[config.mk]
export PLATFORM = sky130hd
export DESIGN_NAME = jtag_bist_debug_sys
export DESIGN_NICKNAME = d
export VERILOG_FILES = /design/src/rtl/jtag_bist_debug_sys.sv
export SDC_FILE = /design/constraint.sdc
export NUM_CORES = 1
export LEC_CHECK = 0
export BUFFER_PORTS_ARGS = -buffer_cell sky130_fd_sc_hd__clkbuf_2
export CORE_UTILIZATION = 35
export DETAILED_ROUTE_END_ITERATION = 8
export SYNTH_ARGS = -nofsm -noshare
export SYNTH_HDL_FRONTEND = slang
export SYNTH_SLANG_ARGS = --single-unit
[constraint.sdc]
create_clock -name TCK -period 2.7 [get_ports TCK]
set_clock_uncertainty 0.15 [all_clocks]
set_input_delay 0.54 -clock TCK [delete_from_list [all_inputs] [get_ports TCK]]
set_output_delay 0.54 -clock TCK [all_outputs]
set_load 0.03 [all_outputs]
[src/rtl/jtag_bist_debug_sys.sv]
// JTAG TAP with IR, 9-cell BSR, bypass, BIST and memory-write DRs; build with IDCODE_EN for a 32-bit IDCODE DR.
// Latency: register updates land on the TCK edge leaving Update-DR/IR; TDO is combinational from current state.
// Backpressure: none; the TAP follows TMS every TCK edge, and runbist is held until the BIST engine reports idle.
module jtag_bist_debug_sys #(
    parameter int IR_W  = 4,
    parameter int SIG_W = 14,
    parameter int AW    = 8,
    parameter int DW    = 8
) (
    input  logic             TCK,
    input  logic             TRST,
    input  logic             TMS,
    input  logic             TDI,
    output logic             TDO,
    input  logic [4:0]       from_SYS_to_BSR,
    output logic [4:0]       from_BSR_to_CL,
    input  logic [3:0]       from_CL_to_BSR,
    output logic [3:0]       from_BSR_to_SYS,
    output logic [AW-1:0]    start_addr,
    output logic [AW-1:0]    end_addr,
    output logic             write_en,
    output logic [AW-1:0]    addr,
    output logic [DW-1:0]    write_data,
    output logic             runbist,
    input  logic             state_idle,
    input  logic [SIG_W-1:0] signature
);

    localparam int NI     = 5;
    localparam int NO     = 4;
    localparam int BSR_W  = NI + NO;
    localparam int BIST_W = 2 * AW;
    localparam int MEM_W  = AW + DW;

    localparam logic [IR_W-1:0] I_EXTEST  = IR_W'(4'b0000);
    localparam logic [IR_W-1:0] I_SAMPLE  = IR_W'(4'b0001);
    localparam logic [IR_W-1:0] I_INTEST  = IR_W'(4'b0010);
    localparam logic [IR_W-1:0] I_RUNBIST = IR_W'(4'b1010);
    localparam logic [IR_W-1:0] I_MEMWR   = IR_W'(4'b0110);
    localparam logic [IR_W-1:0] I_BYPASS  = IR_W'(4'b1111);
`ifdef IDCODE_EN
    localparam logic [IR_W-1:0] I_IDCODE   = IR_W'(4'b1110);
    localparam logic [31:0]     IDCODE_VAL = 32'h1234_5001;
    localparam logic [IR_W-1:0] I_DEFAULT  = I_IDCODE;
`else
    localparam logic [IR_W-1:0] I_DEFAULT  = I_BYPASS;
`endif

    typedef enum logic [3:0] {
        TLR      = 4'd0,
        RTI      = 4'd1,
        SEL_DR   = 4'd2,
        CAP_DR   = 4'd3,
        SH_DR    = 4'd4,
        EX1_DR   = 4'd5,
        PAUSE_DR = 4'd6,
        EX2_DR   = 4'd7,
        UPD_DR   = 4'd8,
        SEL_IR   = 4'd9,
        CAP_IR   = 4'd10,
        SH_IR    = 4'd11,
        EX1_IR   = 4'd12,
        PAUSE_IR = 4'd13,
        EX2_IR   = 4'd14,
        UPD_IR   = 4'd15
    } tap_state_e;

    typedef enum logic [2:0] {
        DR_BYP  = 3'd0,
        DR_BSR  = 3'd1,
        DR_BIST = 3'd2,
        DR_MEM  = 3'd3,
        DR_ID   = 3'd4
    } dr_sel_e;

    tap_state_e state_q, state_d;
    dr_sel_e    dr_sel;

    logic [IR_W-1:0]   ir_q, ir_d;
    logic [IR_W-1:0]   ir_sr_q, ir_sr_d;
    logic              bypass_q, bypass_d;
    logic [BSR_W-1:0]  bsr_sr_q, bsr_sr_d;
    logic [BSR_W-1:0]  bsr_upd_q, bsr_upd_d;
    logic [BIST_W-1:0] bist_sr_q, bist_sr_d;
    logic [MEM_W-1:0]  mem_sr_q, mem_sr_d;
    logic [AW-1:0]     start_addr_q, start_addr_d;
    logic [AW-1:0]     end_addr_q, end_addr_d;
    logic [AW-1:0]     addr_q, addr_d;
    logic [DW-1:0]     write_data_q, write_data_d;
    logic              write_en_q, write_en_d;
    logic              runbist_q, runbist_d;
`ifdef IDCODE_EN
    logic [31:0]       idcode_sr_q, idcode_sr_d;
`endif

    // TAP next-state table
    always_comb begin
        state_d = state_q;
        case (state_q)
            TLR:      state_d = TMS ? TLR    : RTI;
            RTI:      state_d = TMS ? SEL_DR : RTI;
            SEL_DR:   state_d = TMS ? SEL_IR : CAP_DR;
            CAP_DR:   state_d = TMS ? EX1_DR : SH_DR;
            SH_DR:    state_d = TMS ? EX1_DR : SH_DR;
            EX1_DR:   state_d = TMS ? UPD_DR : PAUSE_DR;
            PAUSE_DR: state_d = TMS ? EX2_DR : PAUSE_DR;
            EX2_DR:   state_d = TMS ? UPD_DR : SH_DR;
            UPD_DR:   state_d = TMS ? SEL_DR : RTI;
            SEL_IR:   state_d = TMS ? TLR    : CAP_IR;
            CAP_IR:   state_d = TMS ? EX1_IR : SH_IR;
            SH_IR:    state_d = TMS ? EX1_IR : SH_IR;
            EX1_IR:   state_d = TMS ? UPD_IR : PAUSE_IR;
            PAUSE_IR: state_d = TMS ? EX2_IR : PAUSE_IR;
            EX2_IR:   state_d = TMS ? UPD_IR : SH_IR;
            UPD_IR:   state_d = TMS ? SEL_DR : RTI;
            default:  state_d = TLR;
        endcase
    end

    always_ff @(posedge TCK) begin
        if (TRST) begin
            state_q <= TLR;
        end else begin
            state_q <= state_d;
        end
    end

    // Unrecognised opcodes fall through to the bypass register
    always_comb begin
        dr_sel = DR_BYP;
        case (ir_q)
            I_EXTEST, I_SAMPLE, I_INTEST: dr_sel = DR_BSR;
            I_RUNBIST:                    dr_sel = DR_BIST;
            I_MEMWR:                      dr_sel = DR_MEM;
`ifdef IDCODE_EN
            I_IDCODE:                     dr_sel = DR_ID;
`endif
            default:                      dr_sel = DR_BYP;
        endcase
    end

    always_comb begin
        ir_d         = ir_q;
        ir_sr_d      = ir_sr_q;
        bypass_d     = bypass_q;
        bsr_sr_d     = bsr_sr_q;
        bsr_upd_d    = bsr_upd_q;
        bist_sr_d    = bist_sr_q;
        mem_sr_d     = mem_sr_q;
        start_addr_d = start_addr_q;
        end_addr_d   = end_addr_q;
        addr_d       = addr_q;
        write_data_d = write_data_q;
        write_en_d   = 1'b0;
        runbist_d    = (ir_q == I_RUNBIST) && (state_q == RTI) && !state_idle;
`ifdef IDCODE_EN
        idcode_sr_d  = idcode_sr_q;
`endif
        case (state_q)
            TLR:    ir_d    = I_DEFAULT;
            CAP_IR: ir_sr_d = IR_W'(1);
            SH_IR:  ir_sr_d = {TDI, ir_sr_q[IR_W-1:1]};
            UPD_IR: ir_d    = ir_sr_q;
            CAP_DR: begin
                case (dr_sel)
                    DR_BSR:  bsr_sr_d  = {from_CL_to_BSR, from_SYS_to_BSR};
                    DR_BIST: bist_sr_d = {{(BIST_W-SIG_W){1'b0}}, signature};
                    DR_MEM:  mem_sr_d  = {addr_q, write_data_q};
`ifdef IDCODE_EN
                    DR_ID:   idcode_sr_d = IDCODE_VAL;
`endif
                    default: bypass_d  = 1'b0;
                endcase
            end
            SH_DR: begin
                case (dr_sel)
                    DR_BSR:  bsr_sr_d  = {TDI, bsr_sr_q[BSR_W-1:1]};
                    DR_BIST: bist_sr_d = {TDI, bist_sr_q[BIST_W-1:1]};
                    DR_MEM:  mem_sr_d  = {TDI, mem_sr_q[MEM_W-1:1]};
`ifdef IDCODE_EN
                    DR_ID:   idcode_sr_d = {TDI, idcode_sr_q[31:1]};
`endif
                    default: bypass_d  = TDI;
                endcase
            end
            UPD_DR: begin
                case (dr_sel)
                    DR_BSR:  bsr_upd_d = bsr_sr_q;
                    DR_BIST: begin
                        start_addr_d = bist_sr_q[AW-1:0];
                        end_addr_d   = bist_sr_q[BIST_W-1:AW];
                    end
                    DR_MEM: begin
                        addr_d       = mem_sr_q[MEM_W-1:DW];
                        write_data_d = mem_sr_q[DW-1:0];
                        write_en_d   = 1'b1;
                    end
                    default: ;
                endcase
            end
            default: ;
        endcase
    end

    always_ff @(posedge TCK) begin
        if (TRST) begin
            ir_q         <= I_DEFAULT;
            ir_sr_q      <= '0;
            bypass_q     <= 1'b0;
            bsr_sr_q     <= '0;
            bsr_upd_q    <= '0;
            bist_sr_q    <= '0;
            mem_sr_q     <= '0;
            start_addr_q <= '0;
            end_addr_q   <= '0;
            addr_q       <= '0;
            write_data_q <= '0;
            write_en_q   <= 1'b0;
            runbist_q    <= 1'b0;
`ifdef IDCODE_EN
            idcode_sr_q  <= '0;
`endif
        end else begin
            ir_q         <= ir_d;
            ir_sr_q      <= ir_sr_d;
            bypass_q     <= bypass_d;
            bsr_sr_q     <= bsr_sr_d;
            bsr_upd_q    <= bsr_upd_d;
            bist_sr_q    <= bist_sr_d;
            mem_sr_q     <= mem_sr_d;
            start_addr_q <= start_addr_d;
            end_addr_q   <= end_addr_d;
            addr_q       <= addr_d;
            write_data_q <= write_data_d;
            write_en_q   <= write_en_d;
            runbist_q    <= runbist_d;
`ifdef IDCODE_EN
            idcode_sr_q  <= idcode_sr_d;
`endif
        end
    end

    always_comb begin
        TDO = 1'b0;
        if (state_q == SH_IR) begin
            TDO = ir_sr_q[0];
        end else if (state_q == SH_DR) begin
            case (dr_sel)
                DR_BSR:  TDO = bsr_sr_q[0];
                DR_BIST: TDO = bist_sr_q[0];
                DR_MEM:  TDO = mem_sr_q[0];
`ifdef IDCODE_EN
                DR_ID:   TDO = idcode_sr_q[0];
`endif
                default: TDO = bypass_q;
            endcase
        end
    end

    // Boundary cells are transparent unless EXTEST/INTEST takes over one side
    always_comb begin
        from_BSR_to_CL  = from_SYS_to_BSR;
        from_BSR_to_SYS = from_CL_to_BSR;
        if (ir_q == I_EXTEST) begin
            from_BSR_to_SYS = bsr_upd_q[BSR_W-1:NI];
        end
        if (ir_q == I_INTEST) begin
            from_BSR_to_CL = bsr_upd_q[NI-1:0];
        end
    end

    assign start_addr = start_addr_q;
    assign end_addr   = end_addr_q;
    assign addr       = addr_q;
    assign write_data = write_data_q;
    assign write_en   = write_en_q;
    assign runbist    = runbist_q;

endmodule

# Yosys cells after proc, flatten, opt, wreduce, memory -nomap -nowiden
# Index checks and enable logic that the tools add are counted.
# word_totals
ff_bits	97
input_bits	28
word_cells	100
# op_classes
eq_ne	30
n_reduce_logical	21
bitwise	1
muxes	34
# op_table
op	n
2-to-1 mux 16 bit	4
case mux 16 bit (2 select lines)	2
case mux 4 bit (12 select lines)	1
== test 4 bit, second input constant	9
== test 4 x 3 -> 1 bit, second input constant	5
2-to-1 mux 4 bit	5
2-to-1 mux 9 bit	2
case mux 9 bit (2 select lines)	1
case mux 4 bit (2 select lines)	2
== test 4 x 2 -> 1 bit, second input constant	3
AND reduction 3 bit	4
!= test 2 bit, second input constant	5
OR reduction 3 bit	3
== test 4 x 1 -> 1 bit, second input constant	2
zero test 4 bit	2
2-to-1 mux 1 bit	8
== test 3 x 2 -> 1 bit, second input constant	2
2-to-1 mux 2 bit	3
2-to-1 mux 3 bit	2
!= test 2 x 1 -> 1 bit, second input constant	3
case mux 2 bit (3 select lines)	1
AND reduction 2 bit	3
nonzero test 2 bit	3
OR reduction 2 bit	3
other kinds (7)	8

# Depth between registers and ports, before layout
# Gate-level depths: netlist of run 1.
# depth
depth_word	7
depth_mapped	7

# Worst setup path after synthesis of run 1
# OpenSTA, ideal clock, no wires.
# synth_timing
kind	flip-flop to output port
startpoint	register state_q[1]
endpoint	output TDO
path_slack_ns	0.292
stages_incl_launch_ff	6
required_time_ns	2.010
arrival_ns	1.718
cell_sequence	dfxtp_1 -> buf_2 -> nor4b_2 -> clkbuf_1 -> o21ai_0 -> o32ai_1
# synth_between
elab_chain_cells	3
# synth_rtl
element	line_no	text
start: declaration	76	tap_state_e state_q, state_d;
start signal: assignment	124	state_q <= state_d;
== test 4 x 3 -> 1 bit	247	end else if (state_q == SH_DR) begin
2-to-1 mux 1 bit	247	
2-to-1 mux 1 bit (*)	245	if (state_q == SH_IR) begin
end: declaration	14	output logic TDO,
# Every way passes the cells marked *; elsewhere a longest branch is shown, timed or not.

# Worst setup path in the final report of run 1
# layout_timing
startpoint	register ir_q[0]
endpoint	output from_BSR_to_CL[3]
# layout_between
elab_chain_cells	2
# layout_rtl
element	line_no	text
start: declaration	79	logic [IR_W-1:0] ir_q, ir_d;
start signal: assignment	224	ir_q <= ir_d;
== test 4 x 2 -> 1 bit	267	if (ir_q == I_INTEST) begin
2-to-1 mux 5 bit	267	
end: declaration	16	output logic [4:0] from_BSR_to_CL,
# Every way passes these cells.

==> flow_summary.json, run 1 <==
{
  "synth.mux.area_fraction": 0.0606,
  "track_usage": 0.165,
  "diodes": 0,
  "antenna_found_initial": 0,
  "num_rows": 40,
  "synth_edf_count": 0,
  "setup_slack_ns": 0.156,
  "crit_arrival_ns": 1.85,
  "cts_tree": "done",
  "synth_compound_area_frac": 0.186,
  "drc": 0,
  "worstMarginPinSlew_ns": 0.461,
  "synth_fa_ha_area_frac": 0,
  "cts.sinks": 97,
  "fin_setup_tns_ns": 0,
  "antenna_left": 0,
  "maxSlewHeadroom": 0.692,
  "routed_wl_um": 10300,
  "synth.distinct_cells": 50,
  "status": "finished, final reports clean",
  "synthCells": 513,
  "routed-via-count": 3807,
  "leakage_nw": 1.98,
  "coreArea_um2": 12100,
  "syn-num-nets": 541,
  "clk_path_buf_depth": 2,
  "dieArea_um2": 12800,
  "setup_viol": 0,
  "layout.nets": 597,
  "avgSynthCellArea_um2": 8.46,
  "wire_per_inst_um": 14.0,
  "met3_usage": 0.0477,
  "synthArstFlopShare": 0,
  "yosys_register_bits": 97,
  "crit_type": "register to output pin",
  "use_met1": 0.216,
  "cp-end-kind": "output pin",
  "ir_worst_vdd_mv": 0.343,
  "vias_per_cell": 5.14,
  "grt_pass1_vias": 3488,
  "synth_top_family_by_area": "simple AND/OR/NAND/NOR gates",
  "synth-simple-area-share": 0.248,
  "period_needed_ns": 2.54,
  "area_delta_synth_final_pct": 20.7,
  "cp.required_ns": 2.01,
  "maxClockFrequency_mhz": 393,
  "insertion_delay_ns": 0.34,
  "htree_levels": 3,
  "drv_cap": 0,
  "crit_fanout": 9,
  "drt_iter0_markers": 340,
  "start_kind": "register",
  "clockRootBuffer": "clkbuf_16",
  "cp.buffers_inverters": 2,
  "ys.flop_type": "dfxtp_1",
  "num_io_pins": 72,
  "grt_setup_unrepaired": "no",
  "die-height_um": 113,
  "crit_family": "simple AND/OR/NAND/NOR gates",
  "period_share": 0.942,
  "grt_max_degree": 60,
  "final_common_cell": "nand2_1",
  "hold_path.class": "input pin to register",
  "gp_congestion": 0.804,
  "final_core_util": 0.434,
  "globalRoute.busiestLayer": "met2",
  "grt_overflow_total": 0,
  "synth_seq_area_share": 0.448,
  "clk_pin_slew_worst_paths_ns": 0.06,
  "numCtsBuffers": 9,
  "syn_area_um2": 4340,
  "critPathMaxStageDelay_ns": 0.40,
  "hold_violations": 0,
  "p_per_area_nw_per_um2": 551,
  "initial_core_util": 0.360,
  "grt_pass1_wl_um": 16800,
  "drive_above_1_share": 0.258,
  "most-common-layout-cells": "114 x nand2_1, 95 x dfxtp_1, 67 x clkbuf_2",
  "dp_hpwl_um": 6740,
  "place_ws_ns": 0.241,
  "grtUsageMet2": 0.259,
  "synthXorXnorAreaFrac": 0.00202,
  "yosys_warnings": 0,
  "slew_viol_final": 0,
  "drt_first_pass_iters": 4,
  "crit_slowest_cell": "or3b_4",
  "cp_cell_sequence": "or3b_4 -> nor2_4 -> buf_6 -> mux2_2 -> clkbuf_4",
  "portBuffers": 71,
  "die_w_um": 113
}
metrics by stage:
stage / hold slack, ns / cells / instance area [um2] / power [mW]
after floorplan: 0.283 / 513 / 4340 / 1.58
after global placement: 0.289 / 724 / 4900 / 1.63
after detailed placement: 0.295 / 724 / 4900 / 1.64
after CTS: 0.289 / 741 / 5220 / 2.93
after global routing: 0.303 / 741 / 5240 / 2.99
final: 0.299 / 741 / 5240 / 2.89
final timing paths:
| check | startpoint | endpoint | slack (ns) | cells past startpoint |
|---|---|---|---|---|
| max | ir_q[0] | from_BSR_to_CL[3] | 0.16 | 5 |
| min | signature[3] | bist_sr_q[3] | 0.30 | 3 |
| max reg2reg | state_q[1] | bsr_sr_q[5] | 0.51 | 4 |
| min reg2reg | bsr_upd_q[2] | bsr_upd_q[2] | 0.30 | 2 |
state kept, by name, indices dropped and copies added (netlist names), 8 cells and up:
signal / flops
start_addr: 8
mem_sr_q: 16
write_data: 8
bsr_sr_q: 9
bsr_upd_q: 9
bist_sr_q: 16
addr: 8
end_addr: 8
logic make-up (layout without fill, tap and decap cells):
| logic type | Yosys count | in the layout |
|---|---|---|
| xor gates and xnor gates | 1 | 1 |
| DFF | 97 | 97 |
| muxes | 25 | 25 |
| and+or+nand+nor | 241 | 241 |
| AOI/OAI and AO/OA | 99 | 99 |
| buffers and inverters | 50 | 110 |
report_power, final:
part | switching (mW) | internal (mW) | leakage (nW)
Clock | 0.526 | 0.761 | 0.148
Combinational | 0.0996 | 0.0587 | 1.05
Sequential | 0.0103 | 1.43 | 0.781
Total | 0.636 | 2.25 | 1.98
worst min-delay path: stages:
cell and delay, ns:
clkbuf_2 0.08, nand2_1 0.04, a311oi_1 0.07
synthesized netlist by cell type (all sizes together), types with 2 or more instances:
| cell | count | area [um2] |
|---|---|---|
| mux2i | 15 | 150 |
| nor4bb | 2 | 20.0 |
| dfxtp | 97 | 1940 |
| clkbuf | 26 | 97.6 |
| nand2b | 11 | 68.8 |
| nor2 | 59 | 229 |
| nand3 | 33 | 165 |
| buf | 22 | 138 |
| a21boi | 3 | 48.8 |
| a21oi | 36 | 180 |
| o21ai | 4 | 20.0 |
| o22ai | 4 | 25.0 |
| nor3 | 4 | 20.0 |
| inv | 2 | 7.51 |
| and2 | 2 | 12.5 |
| nor4b | 3 | 32.5 |
| a31oi | 2 | 12.5 |
| nor4 | 2 | 12.5 |
| o32ai | 3 | 26.3 |
| nand2 | 115 | 434 |
| a311oi | 37 | 405 |
| a211oi | 4 | 40.0 |
| mux2 | 10 | 113 |
layout make-up:
class / instances / area [um2]
Multi-Input combinational cell: 366 / 2190
Sequential cell: 97 / 1950
Clock inverter: 3 / 40.0
Timing Repair Buffer: 93 / 579
Tap cell: 168 / 210
Fill cell: 1207 / 6820
Inverter: 2 / 7.51
Clock buffer: 12 / 256
what timing repair did:
action	CTS	global route
gates resized for setup	5	7
hold buffers	0	0
buffers inserted	2	0
gates cloned	0	0
endpoints found under the setup margin	6	6
layer usage:
metal / up-vias / share of wire
li1: 1903 / -
met1: 1816 / 0.47
met2: 79 / 0.46
met3: 9 / 0.059
met4: 0 / 0.011
met5: - / 0
No activity file was read; power rests on OpenSTA's default activity.
==> run 2, diff against run 1 <==
- MAX_ROUTING_LAYER: not set -> met4
- SLEW_MARGIN: not set -> 25
==> run 2 against run 1 <==
Power is essentially flat. Clock power is essentially flat. Setup slack improved by 0.0011 ns. Cell area unchanged. Register-to-register slack hardly changed. Via count grew 0.11%. Worst hold slack improved by 0.0012 ns. Critical path type unchanged. Highest routed layer unchanged.
==> flow_summary.json, run 2 (synthesis gave the netlist of run 1 again) <==
{
  "status": "finished, final reports clean",
  "crit_type": "register to output pin",
  "postPlaceCellArea_um2": 4900,
  "dp_hpwl_um": 6740,
  "cts_tree": "done",
  "hold_end": "bist_sr_q[3]",
  "initial_core_util": 0.360,
  "cp-end-kind": "output pin",
  "coreArea_um2": 12100,
  "place_ws_ns": 0.241,
  "final_area_um2": 5240,
  "layout.nets": 597,
  "area_delta_synth_final_pct": 20.7,
  "timing.rr.end": "bsr_sr_q[5]",
  "drt_first_pass_iters": 4,
  "portBuffers": 71,
  "gp_congestion": 0.815,
  "clockRootBuffer": "clkbuf_16",
  "diodes": 0,
  "drv_cap": 0,
  "grt_pass1_vias": 3487,
  "routed_wl_um": 10300,
  "regToRegSetupSlack_ns": 0.50,
  "insertion_delay_ns": 0.34,
  "setup_viol": 0,
  "crit_arrival_ns": 1.85,
  "grt_max_degree": 60,
  "clk_pin_slew_worst_paths_ns": 0.06,
  "num_rows": 40,
  "crit_fanout": 9,
  "track_usage": 0.170,
  "wire_per_inst_um": 13.9,
  "grt_pass1_wl_um": 16800,
  "grt_setup_unrepaired": "no",
  "slew_viol_final": 0,
  "drive_above_1_share": 0.258,
  "fin_setup_tns_ns": 0,
  "worstMarginPinSlew_ns": 0.454,
  "cts.sinks": 97,
  "cts_hold_buffers": 0,
  "numCtsBuffers": 9,
  "start_kind": "register",
  "fillers": 1207,
  "vias_per_cell": 5.14,
  "dieArea_um2": 12800,
  "holdPathStages": 3,
  "num_io_pins": 72,
  "routed-via-count": 3811,
  "holdCritStartpoint": "signature[3]",
  "die-height_um": 113,
  "drt_iter0_markers": 341,
  "antenna_left": 0,
  "final_common_cell": "nand2_1",
  "ir_worst_vdd_mv": 0.345,
  "drc": 0,
  "ff2ff_path_depth": 4,
  "period_share": 0.942,
  "maxSlewHeadroom": 0.696,
  "leakage_nw": 1.98,
  "hold_path.class": "input pin to register",
  "die_w_um": 113,
  "hold_violations": 0,
  "clk_path_buf_depth": 2,
  "r2r_start": "state_q[1]",
  "period_needed_ns": 2.54,
  "setup_slack_ns": 0.157,
  "antenna_found_initial": 0,
  "most-common-layout-cells": "114 x nand2_1, 95 x dfxtp_1, 67 x clkbuf_2",
  "htree_levels": 3,
  "p_per_area_nw_per_um2": 551,
  "largestRegisters": "bist_sr_q x16, mem_sr_q x16",
  "fin_hold_ws_ns": 0.300,
  "grt_overflow_total": 0,
  "maxClockFrequency_mhz": 393,
  "cp.required_ns": 2.01
}
-- run 2: critical path, stage by stage (launching register included) --
cell and delay [ns]:
dfxtp_4 0.38, or3b_4 0.40, nor2_4 0.10, buf_6 0.13, mux2_2 0.33, clkbuf_4 0.18
-- run 2: power by group --
group          switching [mW]  leakage, nW  internal [mW]
Sequential             0.0106        0.781           1.43
Combinational          0.0996         1.05         0.0587
Clock                   0.526        0.148          0.761
Total                   0.636         1.98           2.25
-- run 2: cell type report --
cell class | instances | area, um2 | area share
timing repair buffer | 93 | 579 | 0.111
multi-input combinational | 366 | 2190 | 0.419
inverter | 2 | 7.51 | 0.00143
clock inverter | 3 | 40.0 | 0.00764
sequential | 97 | 1950 | 0.372
clock buffer | 12 | 256 | 0.0490
tap | 168 | 210 | 0.0401
-- run 2: layer usage --
metal / track usage / part of all wire
met1: 0.217 / 0.47
met2: 0.261 / 0.46
met3: 0.0445 / 0.055
met4: 0.0596 / 0.0096
met5: - / 0
-- run 2: worst max path at each step --
stage	start	endpoint	slack [ns]
5_1_grt	ir_q[2]	TDO	0.05
3_5_place_dp	ir_q[1]	from_BSR_to_CL[3]	0.24
3_3_place_gp	ir_q[1]	from_BSR_to_CL[2]	0.28
4_1_cts	ir_q[0]	from_BSR_to_CL[3]	0.02
6_report	ir_q[0]	from_BSR_to_CL[3]	0.16
2_1_floorplan	state_q[1]	TDO	0.29
-- run 2: timing repair --
action / CTS / global route
gates resized for setup: 5 / 7
gates cloned: 0 / 0
setup buffers: 2 / 0
endpoints found under the setup margin: 6 / 6
-- run 2: through the flow --
| stage | total power, mW | util | std cells |
|---|---|---|---|
| 2_1_floorplan | 1.58 | - | 513 |
| 3_3_place_gp | 1.63 | 0.406 | 724 |
| 3_5_place_dp | 1.64 | 0.406 | 724 |
| 4_1_cts | 2.93 | 0.433 | 741 |
| 5_1_grt | 2.99 | 0.434 | 741 |
| 6_report | 2.89 | 0.434 | 741 |
